<file path="src/rtl/riscv_enc_pkg.sv">
// Shared constants for the RV32I instruction encoder/loader.
// Opcodes, request classes, error codes, FSM states and the halt word.
package riscv_enc_pkg;

  localparam logic [6:0] OP_LOAD   = 7'b0000011;
  localparam logic [6:0] OP_STORE  = 7'b0100011;
  localparam logic [6:0] OP_RTYPE  = 7'b0110011;
  localparam logic [6:0] OP_ITYPE  = 7'b0010011;
  localparam logic [6:0] OP_BRANCH = 7'b1100011;

  localparam logic [2:0] CLS_LOAD   = 3'd0;
  localparam logic [2:0] CLS_STORE  = 3'd1;
  localparam logic [2:0] CLS_RTYPE  = 3'd2;
  localparam logic [2:0] CLS_ITYPE  = 3'd3;
  localparam logic [2:0] CLS_BRANCH = 3'd4;

  localparam logic [1:0] ERR_NONE  = 2'd0;
  localparam logic [1:0] ERR_CLASS = 2'd1;
  localparam logic [1:0] ERR_IMM   = 2'd2;
  localparam logic [1:0] ERR_OVF   = 2'd3;

  localparam logic [31:0] HALT_WORD = 32'h0000_0063;

  typedef enum logic [1:0] {
    S_IDLE,
    S_LOAD,
    S_DRAIN,
    S_DONE
  } state_e;

  // A 13-bit immediate fits 12 signed bits when bit 12 mirrors bit 11.
  function automatic logic imm_fits12(input logic [12:0] imm);
    return imm[12] == imm[11];
  endfunction

endpackage

</file>
<file path="src/rtl/instr_field_encoder.sv">
// Combinational field-to-word encoder for LOAD/STORE/RTYPE/ITYPE/BRANCH.
// Reports illegal class and immediate range/alignment faults.
module instr_field_encoder
  import riscv_enc_pkg::*;
(
  input  logic [2:0]  cls,
  input  logic [2:0]  funct3,
  input  logic        funct7_5,
  input  logic [4:0]  rd,
  input  logic [4:0]  rs1,
  input  logic [4:0]  rs2,
  input  logic [12:0] imm,
  output logic [31:0] word,
  output logic [1:0]  enc_err
);

  logic shift_op;
  logic [6:0] f7;

  assign shift_op = (funct3 == 3'b001) || (funct3 == 3'b101);
  assign f7 = {1'b0, funct7_5, 5'b00000};

  // Build the word per class; shifts keep only the shamt in imm[4:0].
  always_comb begin
    word    = '0;
    enc_err = ERR_NONE;
    unique case (cls)
      CLS_LOAD: begin
        word = {imm[11:0], rs1, funct3, rd, OP_LOAD};
        if (!imm_fits12(imm)) enc_err = ERR_IMM;
      end
      CLS_STORE: begin
        word = {imm[11:5], rs2, rs1, funct3, imm[4:0], OP_STORE};
        if (!imm_fits12(imm)) enc_err = ERR_IMM;
      end
      CLS_RTYPE: begin
        word = {f7, rs2, rs1, funct3, rd, OP_RTYPE};
      end
      CLS_ITYPE: begin
        if (shift_op)
          word = {f7, imm[4:0], rs1, funct3, rd, OP_ITYPE};
        else
          word = {imm[11:0], rs1, funct3, rd, OP_ITYPE};
        if (!imm_fits12(imm)) enc_err = ERR_IMM;
      end
      CLS_BRANCH: begin
        word = {imm[12], imm[10:5], rs2, rs1,
                funct3, imm[4:1], imm[11], OP_BRANCH};
        if (imm[0]) enc_err = ERR_IMM;
      end
      default: begin
        enc_err = ERR_CLASS;
      end
    endcase
  end

endmodule

</file>
<file path="src/rtl/instr_encoder_loader.sv">
// Encodes instruction requests and streams them into imem via a FIFO.
// Optional macro HALT_APPEND_EN appends a beq x0,x0,0 after the program.
module instr_encoder_loader
  import riscv_enc_pkg::*;
#(
  parameter int ADDR_W     = 8,
  parameter int IMEM_WORDS = 256,
  parameter int BASE_ADDR  = 0,
  parameter int DEPTH      = 4
) (
  input  logic              clk,
  input  logic              rst,
  input  logic              start,
  input  logic              req_valid,
  output logic              req_ready,
  input  logic [2:0]        req_class,
  input  logic [2:0]        req_funct3,
  input  logic              req_funct7_5,
  input  logic [4:0]        req_rd,
  input  logic [4:0]        req_rs1,
  input  logic [4:0]        req_rs2,
  input  logic [12:0]       req_imm,
  input  logic              req_last,
  output logic              imem_we,
  output logic [ADDR_W-1:0] imem_addr,
  output logic [31:0]       imem_wdata,
  output logic              busy,
  output logic              done,
  output logic              err,
  output logic [1:0]        err_code
);

  localparam int PW = ADDR_W + 1;
  localparam int IW = $clog2(DEPTH);
  localparam int CW = IW + 1;

  state_e state, nstate;

  logic [PW-1:0] ptr;
  logic [31:0]   mem [DEPTH];
  logic [IW-1:0] rd_idx, wr_idx;
  logic [CW-1:0] cnt;

  logic [31:0] enc_word;
  logic [1:0]  enc_err;

  logic empty, full, accept, push, pop;
  logic ovf, ovf_hit, flush, wr_halt, begin_load;

  instr_field_encoder u_enc (
    .cls      (req_class),
    .funct3   (req_funct3),
    .funct7_5 (req_funct7_5),
    .rd       (req_rd),
    .rs1      (req_rs1),
    .rs2      (req_rs2),
    .imm      (req_imm),
    .word     (enc_word),
    .enc_err  (enc_err)
  );

  assign empty      = (cnt == '0);
  assign full       = (cnt == CW'(DEPTH));
  assign ovf        = (ptr == PW'(IMEM_WORDS));
  assign req_ready  = (state == S_LOAD) && !full;
  assign accept     = req_valid && req_ready;
  assign begin_load = (state == S_IDLE) && start;
  assign push       = accept && (enc_err == ERR_NONE) && !flush;
  assign busy       = (state != S_IDLE);
  assign done       = (state == S_DONE);

`ifdef HALT_APPEND_EN
  logic halt_done;

  // Remembers that the trailing halt word has been issued.
  always_ff @(posedge clk) begin
    if (rst || begin_load) halt_done <= 1'b0;
    else if (wr_halt)      halt_done <= 1'b1;
  end
`endif

  // Next state, write issue and overflow detection.
  always_comb begin
    nstate  = state;
    pop     = 1'b0;
    wr_halt = 1'b0;
    ovf_hit = 1'b0;
    flush   = 1'b0;
    unique case (state)
      S_IDLE: begin
        if (start) nstate = S_LOAD;
      end
      S_LOAD: begin
        if (!empty) begin
          if (ovf) begin
            ovf_hit = 1'b1;
            flush   = 1'b1;
            nstate  = S_DONE;
          end else begin
            pop = 1'b1;
          end
        end
        if (!ovf_hit && accept && req_last)
          nstate = S_DRAIN;
      end
      S_DRAIN: begin
        if (!empty) begin
          if (ovf) begin
            ovf_hit = 1'b1;
            flush   = 1'b1;
            nstate  = S_DONE;
          end else begin
            pop = 1'b1;
          end
        end else begin
`ifdef HALT_APPEND_EN
          if (halt_done) begin
            nstate = S_DONE;
          end else if (ovf) begin
            ovf_hit = 1'b1;
            nstate  = S_DONE;
          end else begin
            wr_halt = 1'b1;
          end
`else
          nstate = S_DONE;
`endif
        end
      end
      S_DONE: begin
        nstate = S_IDLE;
      end
      default: begin
        nstate = S_IDLE;
      end
    endcase
  end

  // State register.
  always_ff @(posedge clk) begin
    if (rst) state <= S_IDLE;
    else     state <= nstate;
  end

  // Write pointer: restarts at BASE_ADDR, advances once per write.
  always_ff @(posedge clk) begin
    if (rst || begin_load)  ptr <= PW'(BASE_ADDR);
    else if (pop || wr_halt) ptr <= ptr + 1'b1;
  end

  // FIFO storage.
  always_ff @(posedge clk) begin
    if (push) mem[wr_idx] <= enc_word;
  end

  // FIFO indices and occupancy; flush drops everything queued.
  always_ff @(posedge clk) begin
    if (rst || flush) begin
      rd_idx <= '0;
      wr_idx <= '0;
      cnt    <= '0;
    end else begin
      if (push) wr_idx <= wr_idx + 1'b1;
      if (pop)  rd_idx <= rd_idx + 1'b1;
      unique case ({push, pop})
        2'b10:   cnt <= cnt + 1'b1;
        2'b01:   cnt <= cnt - 1'b1;
        default: cnt <= cnt;
      endcase
    end
  end

  // Registered imem write port.
  always_ff @(posedge clk) begin
    if (rst) begin
      imem_we    <= 1'b0;
      imem_addr  <= '0;
      imem_wdata <= '0;
    end else begin
      imem_we <= pop || wr_halt;
      if (pop) begin
        imem_addr  <= ptr[ADDR_W-1:0];
        imem_wdata <= mem[rd_idx];
      end else if (wr_halt) begin
        imem_addr  <= ptr[ADDR_W-1:0];
        imem_wdata <= HALT_WORD;
      end
    end
  end

  // Sticky error; the first code seen is held until the next start.
  always_ff @(posedge clk) begin
    if (rst || begin_load) begin
      err      <= 1'b0;
      err_code <= ERR_NONE;
    end else if (!err) begin
      if (accept && enc_err != ERR_NONE) begin
        err      <= 1'b1;
        err_code <= enc_err;
      end else if (ovf_hit) begin
        err      <= 1'b1;
        err_code <= ERR_OVF;
      end
    end
  end

endmodule

</file>
<file path="config.mk">
export PLATFORM = sky130hd
export DESIGN_NAME = instr_encoder_loader
export DESIGN_NICKNAME = d
export VERILOG_FILES = /design/src/rtl/riscv_enc_pkg.sv /design/src/rtl/instr_field_encoder.sv /design/src/rtl/instr_encoder_loader.sv
export SDC_FILE = /design/constraint.sdc
export NUM_CORES = 1
export LEC_CHECK = 0
export ABC_CLOCK_PERIOD_IN_PS = 7200
export CAP_MARGIN = 5
export CORE_UTILIZATION = 55
export CTS_BUF_LIST = sky130_fd_sc_hd__clkbuf_16
export DETAILED_ROUTE_END_ITERATION = 16
export PLACE_DENSITY = 0.81
export SLEW_MARGIN = 20
export SYNTH_ARGS = -nofsm -noshare
export SYNTH_HDL_FRONTEND = slang
export SYNTH_HIERARCHICAL = 1
export SYNTH_SLANG_ARGS = --single-unit
</file>
<file path="constraint.sdc">
create_clock -name clk -period 7.2 [get_ports clk]
set_clock_uncertainty 0.05 [all_clocks]
set_input_delay 0.72 -clock clk [delete_from_list [all_inputs] [get_ports clk]]
set_output_delay 0.72 -clock clk [all_outputs]
set_load 0.005 [all_outputs]
</file>
==> reports/qor.yml, run 1 <==
global_route:
  grt_pass1_vias: 4932
  antenna_found_initial: 0
  grt_max_degree: 44
  track_usage_pct: 23.8
  grt_pass1_wl_mm: 25.6
  grt_overflow_total: 0
clock_tree:
  cts_resized: 0
  clock_path_buffers: 2
  holdBufCountCts: 0
  cts_sinks: 190
  clock_latency_ns: 0.43
  htreeDepth: 4
  clk_pin_slew_ns: 0.06
  cts_tree: "built"
  cts_setup_buffers: 0
  cts_buffers: 17
  root_buffer: "clkbuf_16"
timing:
  finalCritPeriodShare_pct: 56.7
  period_needed_ns: 4.08
  setup_viol: 0
  maxSlewViolCount: 0
  slew-limit-headroom_pct: 40.8
  setup_tns_ns: 0
  rsz0062_at_grt: "false"
  max_freq_mhz: 245
  tightest_slew_ns: 0.889
  hold_viol: 0
status:
  status: "finished clean"
setup_path:
  cp-startpoint: "req_class[2]"
  startpoint_type: "input pin"
  cp_max_fo: 26
  required_ns: 7.46
  endpoint_kind: "register"
  slowest_delay_ns: 0.99
  r2r_end: "cnt[2]$_SDFFE_PP0P_"
  path_common_cell: "nor2_1"
  worstSetupPathType: "input pin to register"
  reg2reg_slack_ns: 3.86
  reg2regPathDepth: 12
  rr_startpoint: "state[0]$_SDFFE_PP0P_"
  cp-endpoint: "cnt[2]$_SDFFE_PP0P_"
  crit_chain: "clkdlybuf4s50_1, nor2b_1, o2bb2ai_1, a21boi_0, nor2_1, and4_1, and2_1, inv_1, ha_1, inv_1, fa_1, xor2_1, nor2_1, xnor2_1, nor2_1"
  slowest_stage: "clkdlybuf4s50_1"
  cp_data_arrival_time_ns: 4.35
logic_synthesis:
  synth_top_area_share_pct: 49.1
  synthFlopType: "edfxtp_1"
  synth-edff-count: 128
  yosys_register_bits: 190
  synthCells: 575
  synth_compound_area_share_pct: 7.04
  synth-simple-area-share_pct: 10.5
  synth_seq_area_share_pct: 64.9
  synthesis.area_um2: 7830
  synth-warning-count: 6
  synthAdderAreaFrac_pct: 2.17
  ys_top_cells_by_area: "edfxtp_1 (49%), dfxtp_1 (16%), mux4_2 (9.2%)"
  yosysUniqueCellTypes: 52
  async_flop_share_pct: 0
  synth.area.mux_share_pct: 9.97
  synth_top_family_by_area: "simple AND/OR/NAND/NOR gates"
  avgSynthCellArea_um2: 13.6
  synth_xor_area_share_pct: 1.81
  yosys.area.top_type: "edfxtp_1"
place:
  hpwl_mm: 10.1
  dp_cells: 814
  port_buffers: 86
  place_congestion: 0.826
route:
  vias_per_cell: 5.82
  routed_wl_mm: 16.1
  first_pass_iters: 5
  drt_drc_violations_left: 0
  drt-wirelength-per-cell_um: 19.1
  dr.first_iter.drc_count: 399
  antenna_left: 0
  vias: 4922
power:
  p_comb_share_pct: 8.4
  p_int_mw: 1.78
  p_total_mw: 2.29
  p_clk_share_pct: 38.9
  p_leak_nw: 3.01
  power_switching_share_pct: 22.0
  p_sw_uw: 502
  p_seq_share_pct: 52.7
  vdd_ir_drop_max_v: 0.000161
  power_density_nw_per_um2: 245
floorplanning:
  rows: 43
  die_x_um: 121
  io_pins: 87
  die-area_um2: 14700
  dieHeight_um: 121
  start_util_pct: 56.4
  core-area_um2: 13900
cells_and_area:
  fin_cells: 846
  drive_gt1_share_pct: 11.1
  antenna_cells: 0
  fillerInstances: 980
  area_growth_pct: 19.1
  nNetsFinal: 706
  fin_util_pct: 67.2
worst_hold_path:
  hp-class: "register to register"
  hp-start: "imem_wdata[0]$_SDFFE_PP0P_"
job:
  timing.max_cap.violations: 0
==> registers in the layout, indices dropped and copies added, names as in the netlist <==
register	cells
wr_idx	2
ptr	9
state	2
imem_we	1
cnt	3
imem_addr	8
err	1
err_code	2
imem_wdata	32
mem	128
rd_idx	2
==> layout make-up <==
type	count	area, um2	share of cell area (%)
clock buffers	17	425	4.56
clock inverters	15	133	1.42
inverters	20	75.1	0.805
multi-input cells	330	2470	26.5
flip-flops and latches	190	5090	54.5
well taps	180	225	2.41
repair buffers	94	916	9.81
==> Yosys cell counts (7+ instances only) <==
library cell,number
a21oi_1,51
and2_1,12
buf_2,11
buf_4,7
clkbuf_1,14
dfxtp_1,62
edfxtp_1,128
ha_1,12
inv_1,19
mux4_2,32
nand2_1,90
nor2_1,20
nor2b_1,10
xnor2_1,7
==> worst min-delay path by stage <==
stage | slack [ns] | depth (start not counted) | to
finish | 0.41 | 2 | imem_wdata[0]$_SDFFE_PP0P_
global route | 0.43 | 2 | imem_wdata[6]$_SDFFE_PP0P_
CTS | 0.41 | 2 | imem_wdata[9]$_SDFFE_PP0P_
detailed placement | 0.40 | 2 | imem_addr[2]$_SDFFE_PP0P_
global placement | 0.39 | 2 | imem_wdata[21]$_SDFFE_PP0P_
floorplan | 0.40 | 2 | err_code[0]$_SDFFE_PP0P_
==> routing by layer <==
| metal | GRT usage [%] | vias to the layer above | wire, um |
|---|---|---|---|
| li1 | - | 2269 | - |
| met1 | 29.6 | 2455 | 6440 |
| met2 | 40.1 | 170 | 8460 |
| met3 | 5.69 | 28 | 984 |
| met4 | 9.10 | 0 | 250 |
| met5 | 0 | - | 0 |
==> cells by family after synthesis <==
group                      Yosys count
buffers and inverters               56
DFF                                190
adders and majority gates           13
and+or+nand+nor                    170
muxes                               38
xor gates and xnor gates            14
other                                1
AOI/OAI and AO/OA                   93
==> critical path, delay by kind of cell <==
family | cells | cell delay, ns
fa+ha+maj | 2 | 0.54
simple gates | 6 | 1.08
buf+inv | 3 | 1.11
xor+xnor | 2 | 0.28
compound gates | 2 | 0.60
==> power by group through the flow <==
stage               clock network [mW]  registers [mW]  logic, mW
floorplan                            0            1.22      0.121
global placement                     0            1.23      0.181
detailed placement                   0            1.23      0.190
CTS                              0.903            1.20      0.192
global route                     0.951            1.21      0.208
finish                           0.889            1.20      0.192
==> through the flow <==
| step | instance area (um2) | hold WS, ns | setup slack (ns) |
|---|---|---|---|
| after floorplan | 7840 | 0.400 | 4.02 |
| after global placement | 8770 | 0.393 | 2.84 |
| after detailed placement | 8770 | 0.398 | 2.69 |
| after CTS | 9330 | 0.405 | 3.16 |
| after global routing | 9330 | 0.430 | 2.88 |
| final | 9330 | 0.406 | 3.12 |
==> layout by cell type (no fill, tap or decap), types with 4 or more instances in the layout <==
master           netlist  layout
a21oi_1               51      51
a22oi_1                5       5
and2_1                12      12
and3_1                 4       4
buf_4                  7       8
clkbuf_16              0      17
clkdlybuf4s50_1        0      85
dfxtp_1               62      61
edfxtp_1             128     128
ha_1                  12      12
inv_1                 19      22
mux2i_1                6       6
mux4_2                32      32
nand2_1               90      90
nand4_1                5       5
nor2_1                20      20
nor2b_1               10      10
nor3_1                 6       6
nor3b_1                6       6
o21ai_0                6       6
o21ai_1                5       5
o22ai_1                5       5
xnor2_1                7       7
xor2_1                 6       6
(Power assumes the default switching activity.)
==> run 2, diff against run 1 <==
ABC_CLOCK_PERIOD_IN_PS = 3800   (was 7200)
clock period = 3.8 ns   (was 7.2 ns; I/O delays follow)
==> reports/qor.yml, run 2 (synthesized netlist as in run 1, its figures left out) <==
status:
  status: "finished clean"
setup_path:
  startpoint_type: "register"
  required_ns: 4.06  # -3.40 ns
  cp_data_arrival_time_ns: 3.47  # -0.88 ns
  cp_max_fo: 11  # -58%
  endpoint_kind: "register"
  worstSetupPathType: "register to register"
clock_tree:
  cts_tree: "built"
  cts_sinks: 190  # unchanged
  root_buffer: "clkbuf_16"
  cts_resized: 0  # unchanged
  clock_path_buffers: 2  # unchanged
  htreeDepth: 4  # unchanged
  clk_pin_slew_ns: 0.07  # about the same
  clock_latency_ns: 0.42  # about the same
  cts_setup_buffers: 0  # unchanged
  cts_buffers: 17  # unchanged
  holdBufCountCts: 0  # unchanged
place:
  place_congestion: 0.871  # +5.4%
  port_buffers: 86  # unchanged
  hpwl_mm: 10.6  # +5.1%
  placed_cell_area_um2: 8820  # +0.51%
  pre_cts_slack_ns: 0.203  # -2.49 ns
power:
  power_switching_share_pct: 21.9  # -0.11 points
  power_density_nw_per_um2: 458  # +87%
  p_clk_share_pct: 38.2  # -0.7 points
  p_comb_share_pct: 8.6  # +0.2 points
  p_sw_uw: 940  # +87%
  p_leak_nw: 3.04  # +1.0%
  p_seq_share_pct: 53.2  # +0.5 points
  p_int_mw: 3.36  # +88%
  vdd_ir_drop_max_v: 0.000326  # +100%
  p_total_mw: 4.30  # +88%
global_route:
  grt_pass1_wl_mm: 25.9  # +1.4%
  antenna_found_initial: 0  # unchanged
  grt_max_degree: 44  # unchanged
  grt_overflow_total: 0  # unchanged
  grt_pass1_vias: 5050  # +2.4%
  track_usage_pct: 24.2  # +0.42 points
timing:
  finalCritPeriodShare_pct: 84.5
  setup_tns_ns: 0  # unchanged
  tightest_slew_ns: 1.02  # +0.133 ns
  maxSlewViolCount: 0  # unchanged
  fin_ws_ns: 0.588  # -2.53 ns
  setup_viol: 0  # unchanged
  hold_viol: 0  # unchanged
  period_needed_ns: 3.21
  rsz0062_at_grt: "false"
  slew-limit-headroom_pct: 31.8  # -9.0 points
  max_freq_mhz: 311
route:
  antenna_left: 0  # unchanged
  vias_per_cell: 5.81  # -0.12%
  drt-wirelength-per-cell_um: 19.7  # +3.5%
  drt_drc_violations_left: 0  # unchanged
  first_pass_iters: 5  # unchanged
  routed_wl_mm: 16.8  # +4.2%
  dr.first_iter.drc_count: 417  # +4.5%
  vias: 4951  # +0.59%
worst_hold_path:
  hp-class: "register to register"
floorplanning:
  die-area_um2: 14700  # unchanged
  die_x_um: 121  # unchanged
  io_pins: 87  # unchanged
  rows: 43  # unchanged
  dieHeight_um: 121  # unchanged
  core-area_um2: 13900  # unchanged
  start_util_pct: 56.4  # unchanged
cells_and_area:
  regArea_um2: 5090  # unchanged
  final_common_cell: "edfxtp_1"
  final_area_um2: 9370  # +0.42%
  largest_register_ffs: 128  # unchanged
  largest_register: "mem"
  antenna_cells: 0  # unchanged
  nNetsFinal: 712  # +0.85%
  largestRegisters: "mem x128, imem_wdata x32, ptr x9"
  drive_gt1_share_pct: 11.9  # +0.79 points
  final_cell_mix: "edfxtp_1 (128), nand2_1 (90), clkdlybuf4s50_1 (85), dfxtp_1 (61), a21oi_1 (51)"
  fillerInstances: 952  # -2.9%
  multi_input_area_um2: 2470  # unchanged
  area_growth_pct: 19.6
job:
  timing.max_cap.violations: 0  # unchanged
run 2: cell count changes in the layout (fill, tap and decap cells not counted):
cell / previous run / this run
buf_4: 8 / 14
bufinv_16: 2 / 1
clkbuf_16: 17 / 18
clkinv_4: 1 / 2
clkinvlp_4: 3 / 2
inv_4: 0 / 1
inv_6: 1 / 0
run 2: cell type report:
| cell class | instances | share of cell area [%] |
|---|---|---|
| Tap cell | 180 | 2.40 |
| Clock inverter | 14 | 1.08 |
| Timing Repair Buffer | 100 | 10.3 |
| Sequential cell | 190 | 54.3 |
| Inverter | 20 | 0.801 |
| Clock buffer | 18 | 4.81 |
| Multi-Input combinational cell | 330 | 26.4 |
run 2: power by group through the flow:
stage               clock network, mW  registers (mW)  logic, mW
detailed placement                  0            2.33      0.364
global route                     1.73            2.29      0.401
finish                           1.64            2.29      0.371
global placement                    0            2.33      0.347
floorplan                           0            2.32      0.229
CTS                              1.66            2.29      0.371
run 2: per-layer routing:
metal / part of all wire (%) / global-route usage [%] / wire length [um]
met5: 0 / 0 / 0
met4: 3.0 / 11.3 / 510
met3: 5.4 / 5.03 / 916
met2: 53 / 42.3 / 8900
met1: 39 / 28.5 / 6480
run 2: worst paths after layout:
kind,start,end,slack [ns],cells after the start
worst min register to register,imem_addr[0]$_SDFFE_PP0P_,imem_addr[0]$_SDFFE_PP0P_,0.40,2
worst max register to register,state[0]$_SDFFE_PP0P_,cnt[2]$_SDFFE_PP0P_,0.59,13
worst min-delay path,imem_addr[0]$_SDFFE_PP0P_,imem_addr[0]$_SDFFE_PP0P_,0.40,2
worst max-delay path,state[0]$_SDFFE_PP0P_,cnt[2]$_SDFFE_PP0P_,0.59,13
run 2: metrics by stage:
stage	hold slack, ns	instances	utilization [%]
3_5_place_dp	0.399	820	63.5
2_1_floorplan	0.400	576	-
4_1_cts	0.409	852	67.5
6_report	0.405	852	67.5
3_3_place_gp	0.393	820	63.5
5_1_grt	0.425	852	67.5
run 2: worst max-delay path: stages (launching register included):
cell     delay, ns
dfxtp_1       0.41
inv_1         0.11
ha_1          0.31
o31a_1        0.41
nand3_1       0.35
and2_1        0.26
inv_1         0.06
ha_1          0.17
inv_1         0.06
fa_1          0.37
xor2_1        0.16
nor2_1        0.14
xnor2_1       0.16
nor2_1        0.06
==> variant (flow settings as in run 2) <==
The option `HALT_APPEND_EN` is turned on by a define.
--- a/src/rtl/instr_encoder_loader.sv
+++ b/src/rtl/instr_encoder_loader.sv
@@ -1,5 +1,7 @@
 // Encodes instruction requests and streams them into imem via a FIFO.
 // Optional macro HALT_APPEND_EN appends a beq x0,x0,0 after the program.
+`define HALT_APPEND_EN
+
 module instr_encoder_loader
   import riscv_enc_pkg::*;
 #(
Formal check against the unedited RTL: not equivalent (a bounded check fails within 4 cycles, from zero or initial values and one cycle with rst high).
==> variant against run 2 <==
- die area is 0.89% higher
- non-clock buffer count shrank 2
- cell area grew 1.5%
- synthesized area rose by 0.91%
- worst setup slack gained 0.30 ns
- sequential cell count up 3
- wire length shrank 3.7%
- count of clock-buffer cells in the layout down 1
- total power increased by 6.1%
- critical path type unchanged
- critical endpoint unchanged
- highest routed layer unchanged
==> variant: results (changes against run 2) <==
Synthesis
The number of different library cells in the post-synthesis netlist is 59 (+13%). The mean cell area of the mapped netlist is 14.22 sq um (+4.4%). The multiplexer fraction of the synthesized cell area came to 10.00% (+0.037 points). The flip-flop and latch count after synthesis is 193 (+1.6%).

The post-synthesis compound-gate area fraction is 7.567% (+0.52 points). The xor/xnor share of the synthesized area is 2.010% (+0.21 points). By count the netlist is led by edfxtp_1, nor2_1, dfxtp_1. The sequential area share after synthesis is 65.09% (+0.17 points). Yosys attributes the largest share of cell area to edfxtp_1, dfxtp_1, mux4_2.

Final layout
The relative area of clock buffers and inverters in the final design is 6.343% (+0.45 points). The number of fillers in the final layout is 935 (-1.8%). The layout buffer count excluding clock buffers came to 98 (-2.0%). The register cell area after layout was 5146 sq um (+1.2%). The non-clock buffer area fraction after layout came to 9.949% (-0.31 points). The ratio of cells with drive above 1 in the final layout is 13.46% (+1.6 points).

The final layout net count is 694 (-2.5%).

Hold path
The worst hold path begins at imem_addr[7]. For hold timing, the worst endpoint is imem_addr[7].

Route
The via count is 4,940 (-0.22%). The wire length after detailed routing is 16,180 microns (-3.7%). The routed metal-1 wire length is 6516 microns (+0.52%). The amount of wire on met3 after detailed routing came to 1304 microns (+42%). The number of violations reported at the end of detailed-routing iteration 0 is 452 (+8.4%).

Power
The total net switching power came to 982.0 uW (+4.5%). The largest voltage drop on the vdd net is 0.0003619 V (+11%). The share of total power in the clock network is 39.7% (+1.5 points).

The static leakage is 3.173 nW (+4.2%). The switching power share of the total is 21.54% (-0.34 points). The share of total power in sequential cells is 50.9% (-2.3 points).

Setup path
The minimum setup slack among reg-to-reg paths came to 0.89 ns (+0.30 ns). The beginning of the worst register-to-register path is ptr[0]. The signal arrival time at the worst endpoint is 3.18 ns (-0.29 ns). The maximum fanout along the worst path is 10 (-1).

The cell class contributing the biggest share of worst-path delay is simple AND/OR/NAND/NOR gates.

Placed design
The instance area at placement came to 8905 sq um (+0.98%). The worst slack after detailed placement is 0.5243 ns (+0.3208 ns). The final estimated routing congestion in global placement is 0.9088 (+4.4%).

Global route
The met2 demand-to-capacity share in global routing came to 38.24% (-4.1 points). The largest net degree at the start of global routing is 47 (+6.8%). The global-route track usage on met1 is 31.80% (+3.3 points). The first-pass GRT wire length was 25,850 microns (-0.37%). The via count of the first global-routing pass is 4,825 (-4.5%).

Status
The run finished with clean final reports.

Floorplan
The die area was 14,850 sq um (+0.89%).
==> variant: metrics by stage <==
step	utilization, %	hold slack (ns)
6_report	68.23	0.4037
4_1_cts	68.23	0.4079
2_1_floorplan	-	0.4027
3_5_place_dp	63.90	0.3962
3_3_place_gp	63.90	0.3945
5_1_grt	68.23	0.4373
==> variant: worst max path at each step <==
stage,to,slack [ns],depth (start not counted)
CTS,cnt[2],0.92,13
floorplan,cnt[2],1.08,12
global route,cnt[2],0.74,13
global placement,cnt[2],0.64,12
finish,cnt[2],0.89,13
detailed placement,cnt[2],0.52,12
==> variant: logic make-up (layout without fill, tap and decap cells) <==
family                     after synthesis  after routing
and+or+nand+nor                        159            159
adders and majority gates               13             13
other                                    1              2
DFF                                    193            193
buffers and inverters                   48            145
muxes                                   39             39
AOI/OAI and AO/OA                       87             87
xor gates and xnor gates                16             16
